`src/rtl/ula_seq_ctrl_pkg.sv`:
```
// Shared definitions for the Neander ULA sequencer: opcodes, ULA select codes,
// FSM state encoding and the default datapath width.
package ula_pkg;

  localparam int W_DEFAULT = 3;

  localparam logic [2:0] OP_ADD = 3'd0;
  localparam logic [2:0] OP_OR  = 3'd1;
  localparam logic [2:0] OP_AND = 3'd2;
  localparam logic [2:0] OP_NOT = 3'd3;
  localparam logic [2:0] OP_LDA = 3'd4;
  localparam logic [2:0] OP_NOP = 3'd5;

  localparam logic [1:0] SEL_SUM = 2'b00;
  localparam logic [1:0] SEL_OR  = 2'b01;
  localparam logic [1:0] SEL_AND = 2'b10;
  localparam logic [1:0] SEL_NOT = 2'b11;

  typedef enum logic [1:0] {
    ST_IDLE   = 2'd0,
    ST_EXEC   = 2'd1,
    ST_RETIRE = 2'd2
  } state_t;

  // Non-ULA opcodes (LDA, NOP, illegal) park the mux on SUM.
  function automatic logic [1:0] sel_for_op(input logic [2:0] op);
    case (op)
      OP_OR:   sel_for_op = SEL_OR;
      OP_AND:  sel_for_op = SEL_AND;
      OP_NOT:  sel_for_op = SEL_NOT;
      default: sel_for_op = SEL_SUM;
    endcase
  endfunction

  function automatic logic is_illegal(input logic [2:0] op);
    is_illegal = op[2] & op[1];
  endfunction

endpackage

```
`src/rtl/ula_seq_ctrl_if.sv`:
```
// Instruction handshake between the decode stage (master) and the sequencer (slave).
interface ula_seq_ctrl_if
  import ula_pkg::*;
#(
  parameter int W = W_DEFAULT
) ();
  logic         in_valid;
  logic         in_ready;
  logic [2:0]   in_op;
  logic [W-1:0] in_data;

  modport master (output in_valid, output in_op, output in_data, input in_ready);
  modport slave  (input in_valid, input in_op, input in_data, output in_ready);
endinterface

```
`src/rtl/ula_seq_ctrl_flags.sv`:
```
// Combinational Neander N/Z flag derivation from a W-bit value.
module ula_flags #(
  parameter int W = 3
) (
  input  logic [W-1:0] value,
  output logic         n,
  output logic         z
);
  assign n = value[W-1];
  assign z = (value == '0);
endmodule

```
`src/rtl/ula_seq_ctrl.sv`:
```
// Three-state sequencer (IDLE/EXEC/RETIRE) that owns acc, the operand register
// and the flags around an external combinational ULA.
module ula_seq_ctrl
  import ula_pkg::*;
#(
  parameter int W = W_DEFAULT
) (
  input  logic           clk,
  input  logic           rst,
  ula_seq_ctrl_if.slave  ins,
  output logic [1:0]     alu_sel,
  output logic [W-1:0]   alu_a,
  output logic [W-1:0]   alu_b,
  input  logic [W-1:0]   alu_s,
  output logic [W-1:0]   acc,
  output logic           flag_n,
  output logic           flag_z,
  output logic           done,
  output logic           err,
  output logic           busy
);

  state_t       state_q, state_d;
  logic [2:0]   opreg_q;
  logic [W-1:0] breg_q;
  logic [W-1:0] acc_q, acc_d;
  logic [1:0]   sel_q, sel_d;
  logic         flag_n_q, flag_z_q;
  logic         n_d, z_d;
  logic         accept;

  always_comb begin
    state_d = state_q;
    acc_d   = acc_q;
    sel_d   = sel_q;
    accept  = 1'b0;
    case (state_q)
      ST_IDLE: begin
        if (ins.in_valid) begin
          accept  = 1'b1;
          state_d = ST_EXEC;
          sel_d   = sel_for_op(ins.in_op);
        end
      end
      ST_EXEC: begin
        state_d = ST_RETIRE;
        sel_d   = SEL_SUM;
        case (opreg_q)
          OP_ADD, OP_OR, OP_AND, OP_NOT: acc_d = alu_s;
          OP_LDA:                        acc_d = breg_q;
          default:                       acc_d = acc_q;
        endcase
      end
      ST_RETIRE: state_d = ST_IDLE;
      default:   state_d = ST_IDLE;
    endcase
  end

  // Flags are computed from the next acc so both land on the same edge.
  ula_flags #(.W(W)) u_flags (
    .value (acc_d),
    .n     (n_d),
    .z     (z_d)
  );

  always_ff @(posedge clk) begin
    if (rst) begin
      state_q  <= ST_IDLE;
      opreg_q  <= OP_NOP;
      breg_q   <= '0;
      acc_q    <= '0;
      sel_q    <= SEL_SUM;
      flag_n_q <= 1'b0;
      flag_z_q <= 1'b1;
    end else begin
      state_q  <= state_d;
      sel_q    <= sel_d;
      acc_q    <= acc_d;
      flag_n_q <= n_d;
      flag_z_q <= z_d;
      if (accept) begin
        opreg_q <= ins.in_op;
        breg_q  <= ins.in_data;
      end
    end
  end

  assign ins.in_ready = (state_q == ST_IDLE);
  assign busy         = (state_q != ST_IDLE);
  assign done         = (state_q == ST_RETIRE);
  assign err          = done && is_illegal(opreg_q);
  assign alu_sel      = sel_q;
  assign alu_a        = acc_q;
  assign alu_b        = breg_q;
  assign acc          = acc_q;
  assign flag_n       = flag_n_q;
  assign flag_z       = flag_z_q;

endmodule

```
`src/flat_wrapper.sv`:
```
// flat-port wrapper written by rule: the top's interface ports become plain ports
module ula_seq_ctrl_flat import ula_pkg::*;
#(
  parameter int W = W_DEFAULT
)
  (clk, rst, alu_sel, alu_a, alu_b, alu_s, acc, flag_n, flag_z, done, err, busy, ins_in_valid, ins_in_op, ins_in_data, ins_in_ready);
  ula_seq_ctrl_if #(.W(W)) ins_i ();
  input  logic clk;
  input  logic rst;
  output logic [1:0] alu_sel;
  output logic [W-1:0] alu_a;
  output logic [W-1:0] alu_b;
  input  logic [W-1:0] alu_s;
  output logic [W-1:0] acc;
  output logic flag_n;
  output logic flag_z;
  output logic done;
  output logic err;
  output logic busy;
  input wire logic [$bits(ins_i.in_valid)-1:0] ins_in_valid;
  input wire logic [$bits(ins_i.in_op)-1:0] ins_in_op;
  input wire logic [$bits(ins_i.in_data)-1:0] ins_in_data;
  output wire logic [$bits(ins_i.in_ready)-1:0] ins_in_ready;
  assign ins_i.in_valid = ins_in_valid;
  assign ins_i.in_op = ins_in_op;
  assign ins_i.in_data = ins_in_data;
  assign ins_in_ready = ins_i.in_ready;
  ula_seq_ctrl #(.W(W)) u_core (.clk(clk), .rst(rst), .ins(ins_i), .alu_sel(alu_sel), .alu_a(alu_a), .alu_b(alu_b), .alu_s(alu_s), .acc(acc), .flag_n(flag_n), .flag_z(flag_z), .done(done), .err(err), .busy(busy));
endmodule
```
`config.mk`:
```
export PLATFORM = sky130hd
export DESIGN_NAME = ula_seq_ctrl_flat
export DESIGN_NICKNAME = d
export VERILOG_FILES = /design/src/rtl/ula_seq_ctrl_pkg.sv /design/src/rtl/ula_seq_ctrl_if.sv /design/src/rtl/ula_seq_ctrl_flags.sv /design/src/rtl/ula_seq_ctrl.sv /design/src/flat_wrapper.sv
export SDC_FILE = /design/constraint.sdc
export NUM_CORES = 1
export LEC_CHECK = 0
export ABC_AREA = 1
export BUFFER_PORTS_ARGS = -buffer_cell sky130_fd_sc_hd__buf_2
export CAP_MARGIN = 40
export CORE_UTILIZATION = 43
export CTS_CLUSTER_SIZE = 40
export DETAILED_ROUTE_END_ITERATION = 8
export PLACE_DENSITY = 0.83
export SLEW_MARGIN = 20
export SYNTH_ARGS = -nofsm -noshare
export SYNTH_HDL_FRONTEND = slang
export SYNTH_SLANG_ARGS = --single-unit
```
`constraint.sdc`:
```
create_clock -name clk -period 1.2 [get_ports clk]
set_input_delay 0.24 -clock clk [delete_from_list [all_inputs] [get_ports clk]]
set_output_delay 0.24 -clock clk [all_outputs]
set_load 0.005 [all_outputs]
```
## Yosys cells after proc, flatten, opt, wreduce, memory -nomap -nowiden

Index checks and enable logic that the tools add are counted.

| operators by class | value |
|---|---|
| equal/unequal tests | 10 |
| muxes and demuxes | 9 |
| bitwise logic cells | 1 |
| reductions and logical operators | 8 |

Operators with widths:

| operator | count |
|---|---|
| $eq A3 B2 Y1 const B | 4 |
| $pmux W2 S2 | 2 |
| $eq A3 B1 Y1 const B | 2 |
| $logic_not A3 Y1 | 2 |
| $pmux W2 S3 | 1 |
| $pmux W3 S2 | 1 |
| $mux W2 | 2 |
| $reduce_bool A2 Y1 | 2 |
| $reduce_or A4 Y1 | 1 |
| $eq A3 B3 Y1 const B | 1 |
| $mux W3 | 1 |
| $eq A2 B1 Y1 const B | 1 |
| $eq A2 B2 Y1 const B | 1 |
| $logic_not A2 Y1 | 1 |
| $mux W1 | 2 |
| $ne A2 B2 Y1 const B | 1 |
| $reduce_and A2 Y1 | 1 |
| $and A1 B1 Y1 | 1 |
| $logic_and A1 B1 Y1 | 1 |

| word-level totals | value |
|---|---|
| register bits after elaboration | 15 |
| bits of input ports | 12 |
| output and inout port bits | 17 |

## Longest topological paths before layout

Gate-level depths: netlist of run 1.

| logic depth | value |
|---|---|
| depth after elaboration | 5 |
| depth in mapped cells | 8 |
| depth with buffers taken out | 8 |

## Cells and area by module

A second synthesis of run 1 with hierarchy kept.

| second synthesis, totals | value |
|---|---|
| cell total of the unflattened synthesis | 90 |
| area total of the unflattened synthesis | 666.9 µm² |

By module, submodules not included:

| module | instances | cells an instance | area an instance (µm²) | sequential area each (µm²) |
|---|---|---|---|---|
| ula_seq_ctrl | 1 | 85 | 641.9 | 300.3 |
| ula_flags | 1 | 5 | 25.0 | 0.0 |

## Worst setup path after synthesis of run 1

No wires, ideal clock.

| path | value |
|---|---|
| kind | register to register |
| start point | register u_core.opreg_q[2] |
| end point | register u_core.flag_z_q (netlist: u_core.flag_z) |
| setup time | 115 ps |
| arrival | 874 ps |
| path slack | 211 ps |
| stages on the path, launching flop included | 6 |
| buffers on the path | 0 |
| clock period less this slack | 989 ps |
| cells stage by stage | dfxtp_1 -> inv_2 -> o21ai_2 -> nand2_1 -> a21oi_2 -> nor2_2 |

| on the way | value |
|---|---|
| cells in the longest elaborated chain, start to end | 5 |
| elaborated cells on any way between the ends | 9 |
| classes of those cells | eq/ne: 4; mux: 2; reduce/logical: 3 |

Ends and longest elaborated chain:

| what | line | source |
|---|---|---|
| start: declaration | ula_seq_ctrl.sv:24 | `logic [2:0] opreg_q;` |
| start signal: assignment | ula_seq_ctrl.sv:82 | `opreg_q <= ins.in_op;` |
| $eq A3 B1 Y1 (tied with other cells) | ula_seq_ctrl.sv:48 | `case (opreg_q)` |
| $reduce_or A4 Y1 | ula_seq_ctrl.sv:48 |  |
| $pmux W3 S2 * | ula_seq_ctrl.sv:48 |  |
| $mux W3 * | ula_seq_ctrl.sv:37 | `case (state_q)` |
| $logic_not A3 Y1 * | ula_seq_ctrl_flags.sv:10 | `assign z = (value == '0);` |
| end signal: assignment | ula_seq_ctrl.sv:80 | `flag_z_q <= z_d;` |
| end: declaration | ula_seq_ctrl.sv:28 | `logic flag_n_q, flag_z_q;` |

Mark *: on every way between the ends. The rest lies on a longest branch, timed or not.
A chain may end at the register's enable or synchronous reset.

## Worst setup path in the final report of run 1

| path | value |
|---|---|
| start point | register u_core.state_q[1] |
| end point | output err |

| on the way | value |
|---|---|
| cells in the longest elaborated chain, start to end | 2 |

Ends and longest elaborated chain:

| what | line | source |
|---|---|---|
| start: declaration | ula_seq_ctrl.sv:23 | `state_t state_q, state_d;` |
| start signal: assignment | ula_seq_ctrl.sv:76 | `state_q <= state_d;` |
| $eq A2 B2 Y1 | ula_seq_ctrl.sv:90 | `assign done = (state_q == ST_RETIRE);` |
| $logic_and A1 B1 Y1 | ula_seq_ctrl.sv:91 | `assign err = done && is_illegal(opreg_q);` |
| end: declaration | flat_wrapper.sv:18 | `output logic err;` |

No other way between the ends.

==> results of run 1 <==
## logic make-up (layout without fill, tap and decap cells)
family                 Yosys count  after routing  synth area share, %
AOI/OAI and AO/OA                9              9                 8.80
DFF                             14             14                 44.8
and+or+nand+nor                 46             46                 33.4
buffers and inverters           16             45                 13.0
## worst max-delay path, delay by kind of cell, from the launching register on
kind | cells | cell delay [ns]
buf+inv | 2 | 0.16
flops | 1 | 0.37
simple gates | 2 | 0.22
## layout make-up
cell class	instances	area [sq um]	share of cell area [%]
sequential	14	284	35.2
multi-input combinational	55	267	33.0
timing repair buffer	30	155	19.2
inverter	11	46.3	5.74
clock buffer	4	36.3	4.50
tap	15	18.8	2.33
## registers in the layout (all words and copies together) (netlist names)
name            cells
u_core.state_q      2
u_core.flag_z       1
u_core.alu_b        3
u_core.opreg_q      3
u_core.alu_sel      2
u_core.acc          3
## worst paths after layout
check                    startpoint                end  depth (start not counted)
setup reg to reg  u_core.opreg_q[2]      u_core.flag_z                          5
hold reg to reg   u_core.alu_sel[1]  u_core.alu_sel[1]                          2
hold / removal                  rst  u_core.state_q[1]                          2
setup / recovery  u_core.state_q[1]                err                          4
## per-stage QoR
stage / instances / util (%) / setup WS [ns]
after floorplan: 85 / - / 0.211
after global placement: 124 / 56.8 / 0.118
after detailed placement: 124 / 56.8 / 0.113
after CTS: 129 / 60.3 / -0.0916
after global routing: 129 / 60.5 / -0.131
final: 129 / 60.5 / -0.0700
## synthesized netlist by cell type, drive strengths merged
| library cell | count |
|---|---|
| a21oi | 4 |
| clkinv | 1 |
| inv | 10 |
| o211ai | 1 |
| nand3 | 6 |
| nor3 | 1 |
| nor2 | 15 |
| buf | 5 |
| o21ai | 4 |
| dfxtp | 14 |
| nand2 | 23 |
| and3 | 1 |
## routing by layer
layer	vias up	track usage, %	wire length [um]
li1	318	-	-
met1	261	22.2	564
met2	20	36.3	678
met3	6	5.00	66
met4	0	13.8	42
met5	-	0	0
## what timing repair did
action / 4_1_cts / 5_1_grt
setup buffers: 1 / 0
endpoints found under the setup margin: 4 / 4
gates resized for setup: 2 / 1
## power by group through the flow
stage,registers (mW),logic (mW),clock network (mW)
after global routing,0.518,0.171,0.361
after CTS,0.513,0.150,0.354
final,0.514,0.149,0.346
after floorplan,0.524,0.0887,0
after global placement,0.524,0.143,0
after detailed placement,0.525,0.146,0
==> flow_summary.json, run 1 <==
{
  "core_footprint_sq_mm": 0.00133,
  "final_layout_size_suffix_gt1_share_pct": 43.0,
  "maximum_clock_skew_at_final_layout_ns": 0.00786,
  "wl_mm": 1.35,
  "row_count": 13,
  "cts_root_buffer": "sky130_fd_sc_hd__clkbuf_4",
  "endpoint_kind": "output port",
  "gate_count_after_technology_mapping": 85,
  "finalSetupViolations": 3,
  "drt_iter0_markers": 12,
  "first_global_vias": 571,
  "worstHoldPathType": "in -> reg",
  "fin_hold_ws_ns": 0.177,
  "cts.clk_slew.worst_paths_ns": 0.09,
  "clkPwrFrac_pct": 34.3,
  "setup_repair_after_global_routing_missed_its_margin": "true",
  "worst-path-max-fanout": 3,
  "global_route.usage.total_pct": 20.9,
  "timing.final.crit_share_pct": 106,
  "p_leak_nw": 0.434,
  "design_power_total_mw": 1.01,
  "worstSetupStartpointType": "flip-flop",
  "report.final.slew_viol_count": 0,
  "gpl.final_weighted_congestion": 0.736,
  "syn-mean-instance-area_sq_um": 7.36,
  "violations": "setup timing",
  "floorplan.initialDensity_pct": 46.9,
  "antenna_cells": 0,
  "placement.io_buffers": 28,
  "yosysTopAreaCellShare_pct": 44.8,
  "criticalPathCategory": "reg -> out",
  "report.final.hold_viol_count": 0,
  "synth-seq-cells": 14,
  "critical_path.cell_chain": "inv_1, nor2_2, and3_1, buf_2",
  "critical_path_required_ns": 0.96,
  "dpl_cell_area_sq_um": 757,
  "yosys.area.top_type": "sky130_fd_sc_hd__dfxtp_1",
  "cts-htree-levels": 1,
  "synth.distinct_cells": 18,
  "worst_slew_pin_slew_ns": 0.225,
  "netSwitchingPower_mw": 0.269,
  "fillers": 123,
  "p_per_area_mw_per_mm2": 1250,
  "cts_made_buffers": 3,
  "synthTopCellsByArea": "sky130_fd_sc_hd__dfxtp_1 (45%), sky130_fd_sc_hd__nand2_1 (13%), sky130_fd_sc_hd__nor2_1 (6.0%), sky130_fd_sc_hd__nor2_2 (5.0%), sky130_fd_sc_hd__nand3_1 (4.8%)",
  "worst-endpoint-arrival_ns": 1.03,
  "final.setup.worst_slack_ns": -0.0700,
  "min_cycle_time_layout_ns": 1.27,
  "clk-insertion-delay-late_ns": 0.28,
  "cell_internal_pwr_mw": 0.741,
  "fin_setup_tns_ns": -0.145,
  "tritoncts": "built",
  "maxClockFrequency_mhz": 787,
  "peak_ir_drop_on_the_vdd_network_v": 0.000639,
  "post_synth_instance_area_sq_um": 626,
  "critical_path.slowest_cell": "sky130_fd_sc_hd__dfxtp_4",
  "cpPeakStageDelay_ns": 0.37,
  "drt-wirelength-per-cell_um": 10.5,
  "vertical_die_dimension_um": 40.1,
  "pin_count_of_the_biggest_net_entering_global_routing": 10,
  "run_status": "finished with violations",
  "antenna_violating_nets_post_route": 0,
  "clock_path_buffers": 2,
  "grt_first_pass_wirelength_mm": 2.16,
  "clock_sink_count": 14,
  "timing.reg2reg.setup_slack_ns": 0.09,
  "power.switching_fraction_pct": 26.6,
  "vias": 605,
  "die_w_um": 40.1,
  "design.portCount": 29,
  "globalRoute.totalOverflow": 0,
  "layout_commonest_cell": "sky130_fd_sc_hd__buf_2",
  "combPwrFrac_pct": 14.8,
  "drc": 0,
  "max_slew_margin_pct": 85.0,
  "area_delta_synth_final_pct": 29.0,
  "antenna_found_initial": 0,
  "detail_route.vias_per_cell": 4.69,
  "sequential_cell_area_fraction_in_the_yosys_report_pct": 44.8,
  "holdBufCountCts": 0,
  "fp.dieArea_sq_mm": 0.00161,
  "syn_warnings": 0,
  "finalInstanceArea_sq_um": 807,
  "seq_power_share_pct": 51.0,
  "synth.net_count": 97,
  "layout_common_cells": "sky130_fd_sc_hd__buf_2 (28), sky130_fd_sc_hd__nand2_1 (22), sky130_fd_sc_hd__dfxtp_1 (13), sky130_fd_sc_hd__nor2_1 (9), sky130_fd_sc_hd__inv_1 (7)",
  "max_cap_viol_count": 0,
  "first_pass_iteration_count_of_the_detailed_router": 3,
  "final_nets": 127
}
(Power assumes the default switching activity.)
==> inputs of run 2 (changes only) <==
--- a/config.mk
+++ b/config.mk
@@ -5,10 +5,9 @@
 export SDC_FILE = /design/constraint.sdc
 export NUM_CORES = 1
 export LEC_CHECK = 0
-export ABC_AREA = 1
 export BUFFER_PORTS_ARGS = -buffer_cell sky130_fd_sc_hd__buf_2
 export CAP_MARGIN = 40
-export CORE_UTILIZATION = 43
+export CORE_UTILIZATION = 44
 export CTS_CLUSTER_SIZE = 40
 export DETAILED_ROUTE_END_ITERATION = 8
 export PLACE_DENSITY = 0.83
==> run 2 against run 1 <==
  * The run still ends with setup timing left
  * Combinational power increased by 7%
  * Non-clock buffer count unchanged
  * Register-to-register slack got worse by 0.05 ns
  * Die area increased by 1.0%
  * Clock skew decreased by 0.0068 ns
  * Critical path type unchanged
==> flow_summary.json, run 2 <==
{
  "global_route.usage.total_pct": 18.4,
  "globalRouteMet3Util_pct": 3.33,
  "vertical_die_dimension_um": 40.3,
  "critical_path_required_ns": 0.96,
  "sequential_cell_area_fraction_in_the_yosys_report_pct": 43.3,
  "cts_made_buffers": 3,
  "report.final.slew_viol_count": 0,
  "floorplan.initialDensity_pct": 48.5,
  "drt-wirelength-per-cell_um": 11.8,
  "yosys.area.top_type": "sky130_fd_sc_hd__dfxtp_1",
  "fin_setup_tns_ns": -0.0329,
  "pin_count_of_the_biggest_net_entering_global_routing": 16,
  "cts_setup_buffers": 0,
  "max_cap_viol_count": 0,
  "max_slew_margin_pct": 77.8,
  "globalRoute.busiestLayer": "met2",
  "dp_slack_ns": 0.0164,
  "synth_flop_cell": "sky130_fd_sc_hd__dfxtp_1",
  "wl_mm": 1.32,
  "detail_route.vias_per_cell": 5.07,
  "tritoncts": "built",
  "setup_repair_after_global_routing_missed_its_margin": "true",
  "syn_warnings": 0,
  "synth-edff-count": 0,
  "core_footprint_sq_mm": 0.00133,
  "p_per_area_mw_per_mm2": 1120,
  "layout_common_cells": "sky130_fd_sc_hd__buf_2 (28), sky130_fd_sc_hd__nand2_1 (13), sky130_fd_sc_hd__dfxtp_1 (11), sky130_fd_sc_hd__a21oi_1 (6), sky130_fd_sc_hd__nand3b_1 (4)",
  "finalSetupViolations": 1,
  "final_nets": 111,
  "synth.net_count": 83,
  "area_delta_synth_final_pct": 28.2,
  "synth_common_cells": "sky130_fd_sc_hd__dfxtp_1 (14), sky130_fd_sc_hd__nand2_1 (13), sky130_fd_sc_hd__a21oi_1 (6)",
  "p_leak_nw": 0.397,
  "yosysTopAreaCellShare_pct": 43.3,
  "cts.clk_slew.worst_paths_ns": 0.08,
  "cts_root_buffer": "sky130_fd_sc_hd__clkbuf_4",
  "global_route.usage.met1_pct": 22.2,
  "yosysMostFrequentCell": "sky130_fd_sc_hd__dfxtp_1",
  "layout_commonest_cell": "sky130_fd_sc_hd__buf_2",
  "power.switching_fraction_pct": 26.8,
  "synth.distinct_cells": 24,
  "post_synth_instance_area_sq_um": 647,
  "antenna_cells": 0,
  "combPwrFrac_pct": 17.1,
  "first_global_vias": 473,
  "worst-path-max-fanout": 3,
  "gate_count_after_technology_mapping": 71,
  "clock_path_buffers": 2,
  "synthTopCellsByArea": "sky130_fd_sc_hd__dfxtp_1 (43%), sky130_fd_sc_hd__nand2_1 (7.5%), sky130_fd_sc_hd__buf_4 (5.8%), sky130_fd_sc_hd__o32ai_2 (5.0%), sky130_fd_sc_hd__a21oi_1 (4.6%)",
  "netSwitchingPower_mw": 0.250,
  "report.final.hold_viol_count": 0,
  "seq_power_share_pct": 55.1,
  "cts-htree-levels": 1,
  "clock_sink_count": 14,
  "vias": 568,
  "violations": "setup timing",
  "worst-endpoint-arrival_ns": 0.99,
  "peak_ir_drop_on_the_vdd_network_v": 0.000615,
  "grtUsageMet2_pct": 30.6,
  "timing.final.crit_share_pct": 103,
  "globalRoute.totalOverflow": 0,
  "drt_iter0_markers": 5,
  "final_layout_size_suffix_gt1_share_pct": 46.4,
  "clkPwrFrac_pct": 27.8,
  "worstHoldPathType": "in -> reg",
  "run_status": "finished with violations",
  "cell_internal_pwr_mw": 0.681,
  "maximum_clock_skew_at_final_layout_ns": 0.00101,
  "criticalPathCategory": "reg -> out",
  "gpl.final_weighted_congestion": 0.721,
  "synth-seq-cells": 14,
  "holdBufCountCts": 0,
  "worst_slew_pin_slew_ns": 0.332,
  "worstSetupStartpointType": "flip-flop",
  "die_w_um": 40.3,
  "grt_first_pass_wirelength_mm": 1.95,
  "first_pass_iteration_count_of_the_detailed_router": 4,
  "antenna_found_initial": 0,
  "final.setup.worst_slack_ns": -0.0329,
  "maxClockFrequency_mhz": 811,
  "row_count": 13,
  "drc": 0,
  "min_cycle_time_layout_ns": 1.23,
  "placement.io_buffers": 28,
  "antenna_violating_nets_post_route": 0,
  "async_flop_share_pct": 0,
  "syn-mean-instance-area_sq_um": 9.11,
  "design.portCount": 29,
  "fp.dieArea_sq_mm": 0.00163,
  "clk-insertion-delay-late_ns": 0.27,
  "endpoint_kind": "output port"
}
run 2: changes by cell type after synthesis, moves of 3 or more:
| cell | previous run | this run |
|---|---|---|
| sky130_fd_sc_hd__a21oi_1 | 3 | 6 |
| sky130_fd_sc_hd__inv_1 | 7 | 1 |
| sky130_fd_sc_hd__inv_2 | 3 | 0 |
| sky130_fd_sc_hd__nand2_1 | 22 | 13 |
| sky130_fd_sc_hd__nand2b_1 | 0 | 3 |
| sky130_fd_sc_hd__nand3_1 | 6 | 2 |
| sky130_fd_sc_hd__nand3b_1 | 0 | 4 |
| sky130_fd_sc_hd__nor2_1 | 10 | 3 |
| sky130_fd_sc_hd__nor2_2 | 5 | 1 |
| sky130_fd_sc_hd__nor2b_1 | 0 | 4 |
| sky130_fd_sc_hd__o21ai_0 | 3 | 0 |
run 2: cell families after synthesis:
logic type             share of synthesized area, %
DFF                                            43.3
AOI/OAI and AO/OA                              16.2
buffers and inverters                          8.70
and+or+nand+nor                                31.7
run 2: layer usage:
layer	share of wire [%]	wire, um
met1	42	553
met2	52	687
met3	5.5	73
met4	0.30	4
met5	0	0
run 2: metrics by stage:
step                      instances  utilization, %  total power, mW  cell area, sq um  hold WS (ns)
after floorplan                  71               -            0.616               647         0.313
after global placement          109            57.6            0.665               768         0.458
after detailed placement        109            57.6            0.669               768         0.459
after CTS                       112            60.1            0.931               802         0.185
after global routing            112            62.2            0.980               830         0.195
final                           112            62.2            0.931               830         0.196
run 2: path summary, 6_finish.rpt:
check,slack (ns),from,endpoint,depth (start not counted)
worst max register to register,0.04,u_core.state_q[1],u_core.flag_z,5
worst min register to register,0.47,u_core.alu_sel[0],u_core.alu_sel[0],2
worst min-delay path,0.20,ins_in_data[2],u_core.alu_b[2],3
worst max-delay path,-0.03,u_core.state_q[1],err,3
run 2: area by class of cell:
class	instances	area, sq um
inverters	1	3.75
multi-input cells	49	342
clock buffers	3	22.5
flip-flops and latches	14	284
fillers	120	504
repair buffers	30	159
well taps	15	18.8
run 2: power groups by stage:
| stage | Clock [mW] | Combinational (mW) | Sequential, mW |
|---|---|---|---|
| after global routing | 0.288 | 0.174 | 0.518 |
| after CTS | 0.269 | 0.150 | 0.513 |
| final | 0.259 | 0.159 | 0.513 |
| after detailed placement | 0 | 0.148 | 0.521 |
| after floorplan | 0 | 0.0967 | 0.519 |
| after global placement | 0 | 0.145 | 0.520 |
run 2: repair_timing:
| action | in CTS | in global routing |
|---|---|---|
| gates resized for setup | 5 | 4 |
| pin swaps | 1 | 0 |
| setup endpoints to repair | 1 | 8 |
run 2: critical path: stages, from the launching register on:
cell	delay, ns
sky130_fd_sc_hd__dfxtp_2	0.35
sky130_fd_sc_hd__nor2b_4	0.14
sky130_fd_sc_hd__and3_1	0.13
sky130_fd_sc_hd__buf_2	0.10
==> inputs of run 3 (changes only) <==
--- a/config.mk
+++ b/config.mk
@@ -11,6 +11,7 @@
 export CTS_CLUSTER_SIZE = 40
 export DETAILED_ROUTE_END_ITERATION = 8
 export PLACE_DENSITY = 0.83
+export SETUP_SLACK_MARGIN = 0.05
 export SLEW_MARGIN = 20
 export SYNTH_ARGS = -nofsm -noshare
 export SYNTH_HDL_FRONTEND = slang
==> run 3 against run 2 <==
  * Largest cell class unchanged
  * Power up 0.70%
  * Combinational power barely moved
  * The flow still finishes with violations (setup timing)
  * Clock power barely moved
  * Final area rose by 0.45%
  * Sequential power hardly changed
  * Register-to-register slack about the same
  * Utilization is 0.28 points higher
  * Non-clock buffer count is the same
  * Count of clock-buffer cells in the layout did not move
  * Critical endpoint unchanged
  * Via count increased by 0.35%
==> flow_summary.json, run 3 (synthesis results as in run 2) <==
{
  "run_status": "finished with violations",
  "violations": "setup timing",
  "vias": 570,
  "wl_mm": 1.31,
  "pin_count_of_the_biggest_net_entering_global_routing": 16,
  "design.portCount": 29,
  "clk-insertion-delay-late_ns": 0.27,
  "final_nets": 111,
  "endpoint_kind": "output port",
  "report.final.hold_viol_count": 0,
  "max_cap_viol_count": 0,
  "critical_path_required_ns": 0.96,
  "placement.io_buffers": 28,
  "peak_ir_drop_on_the_vdd_network_v": 0.000596,
  "placed_cells_incl_taps": 109,
  "clock_sink_count": 14,
  "setup_repair_after_global_routing_missed_its_margin": "true",
  "utilization_pct": 62.5,
  "antenna_cells": 0,
  "worstSetupStartpointType": "flip-flop",
  "drt_iter0_markers": 6,
  "cts.clk_slew.worst_paths_ns": 0.08,
  "worstHoldPathType": "in -> reg",
  "first_pass_iteration_count_of_the_detailed_router": 3,
  "cts-htree-levels": 1,
  "core_footprint_sq_mm": 0.00133,
  "antenna_violating_nets_post_route": 0,
  "drc": 0,
  "r2r.worst_path.cells": 5,
  "layout_commonest_cell": "sky130_fd_sc_hd__buf_2",
  "antenna_found_initial": 0,
  "gpl.final_weighted_congestion": 0.721,
  "worst-endpoint-arrival_ns": 1.00,
  "first_global_vias": 485,
  "dp_slack_ns": 0.0164,
  "timing.final.crit_share_pct": 103,
  "holdPathStages": 3,
  "drt-wirelength-per-cell_um": 11.7,
  "vertical_die_dimension_um": 40.3,
  "holdBufCountCts": 0,
  "final.setup.worst_slack_ns": -0.0369,
  "report.final.slew_viol_count": 0,
  "die_w_um": 40.3,
  "maxClockFrequency_mhz": 808,
  "row_count": 13,
  "cts_made_buffers": 3,
  "floorplan.initialDensity_pct": 48.5,
  "globalRoute.totalOverflow": 0,
  "global_route.usage.total_pct": 19.0,
  "p_per_area_mw_per_mm2": 1120,
  "min_cycle_time_layout_ns": 1.24,
  "worst_slew_pin_slew_ns": 0.329,
  "detail_route.vias_per_cell": 5.09,
  "final_layout_size_suffix_gt1_share_pct": 47.4,
  "fillers": 120,
  "criticalPathCategory": "reg -> out",
  "area_delta_synth_final_pct": 28.8,
  "layoutNonFillerInstCount": 112,
  "max_slew_margin_pct": 78.1,
  "cts_root_buffer": "sky130_fd_sc_hd__clkbuf_4",
  "grt_first_pass_wirelength_mm": 2.00,
  "clock_path_buffers": 2,
  "finalSetupViolations": 2,
  "worst-path-max-fanout": 3,
  "fin_hold_ws_ns": 0.194,
  "p_leak_nw": 0.399,
  "layout_common_cells": "sky130_fd_sc_hd__buf_2 (28), sky130_fd_sc_hd__nand2_1 (12), sky130_fd_sc_hd__dfxtp_1 (11), sky130_fd_sc_hd__a21oi_1 (6), sky130_fd_sc_hd__nand3b_1 (4)",
  "fin_setup_tns_ns": -0.0406,
  "fp.dieArea_sq_mm": 0.00163,
  "maximum_clock_skew_at_final_layout_ns": 0.00217,
  "tritoncts": "built"
}
## run 3: cell counts in the layout (fill, tap and decap cells not counted)
No cell type changed its count.
## run 3: per-stage QoR
| stage | power (mW) | cell area [sq um] |
|---|---|---|
| final | 0.937 | 833 |
| after global placement | 0.665 | 768 |
| after floorplan | 0.616 | 647 |
| after detailed placement | 0.669 | 768 |
| after global routing | 0.983 | 833 |
| after CTS | 0.940 | 828 |
## run 3: final cells by class
class	instances	area (sq um)	share of cell area, %
clock buffers	3	22.5	2.70
inverters	1	3.75	0.450
multi-input cells	49	345	41.4
flip-flops and latches	14	284	34.1
well taps	15	18.8	2.25
repair buffers	30	159	19.1
## run 3: power breakdown
group	switching, mW	internal, mW
combinational	0.0852	0.0767
clock	0.146	0.116
sequential	0.0226	0.490
## run 3: final timing paths
path         slack [ns]                end               from
min reg2reg        0.47  u_core.alu_sel[0]  u_core.alu_sel[0]
max               -0.04                err  u_core.state_q[1]
min                0.19  u_core.opreg_q[0]       ins_in_op[0]
max reg2reg        0.03      u_core.flag_z  u_core.state_q[1]
## run 3: what timing repair did
action / 4_1_cts / 5_1_grt
cloned: 0 / 0
setup buffers: 0 / 0
resized for setup: 8 / 3
pin swaps: 1 / 0
endpoints found under the setup margin: 5 / 13
## run 3: routing by layer
layer  vias up  wire [um]  track usage [%]
li1        290          -                -
met1       261        560             22.5
met2        17        676             32.1
met3         2         71             3.33
met4         0          4             10.0
met5         -          0                0
## run 3: worst max-delay path, cell delays in order (launching register included)
cell	delay [ns]
sky130_fd_sc_hd__dfxtp_2	0.35
sky130_fd_sc_hd__nor2b_4	0.14
sky130_fd_sc_hd__and3_1	0.13
sky130_fd_sc_hd__buf_2	0.10
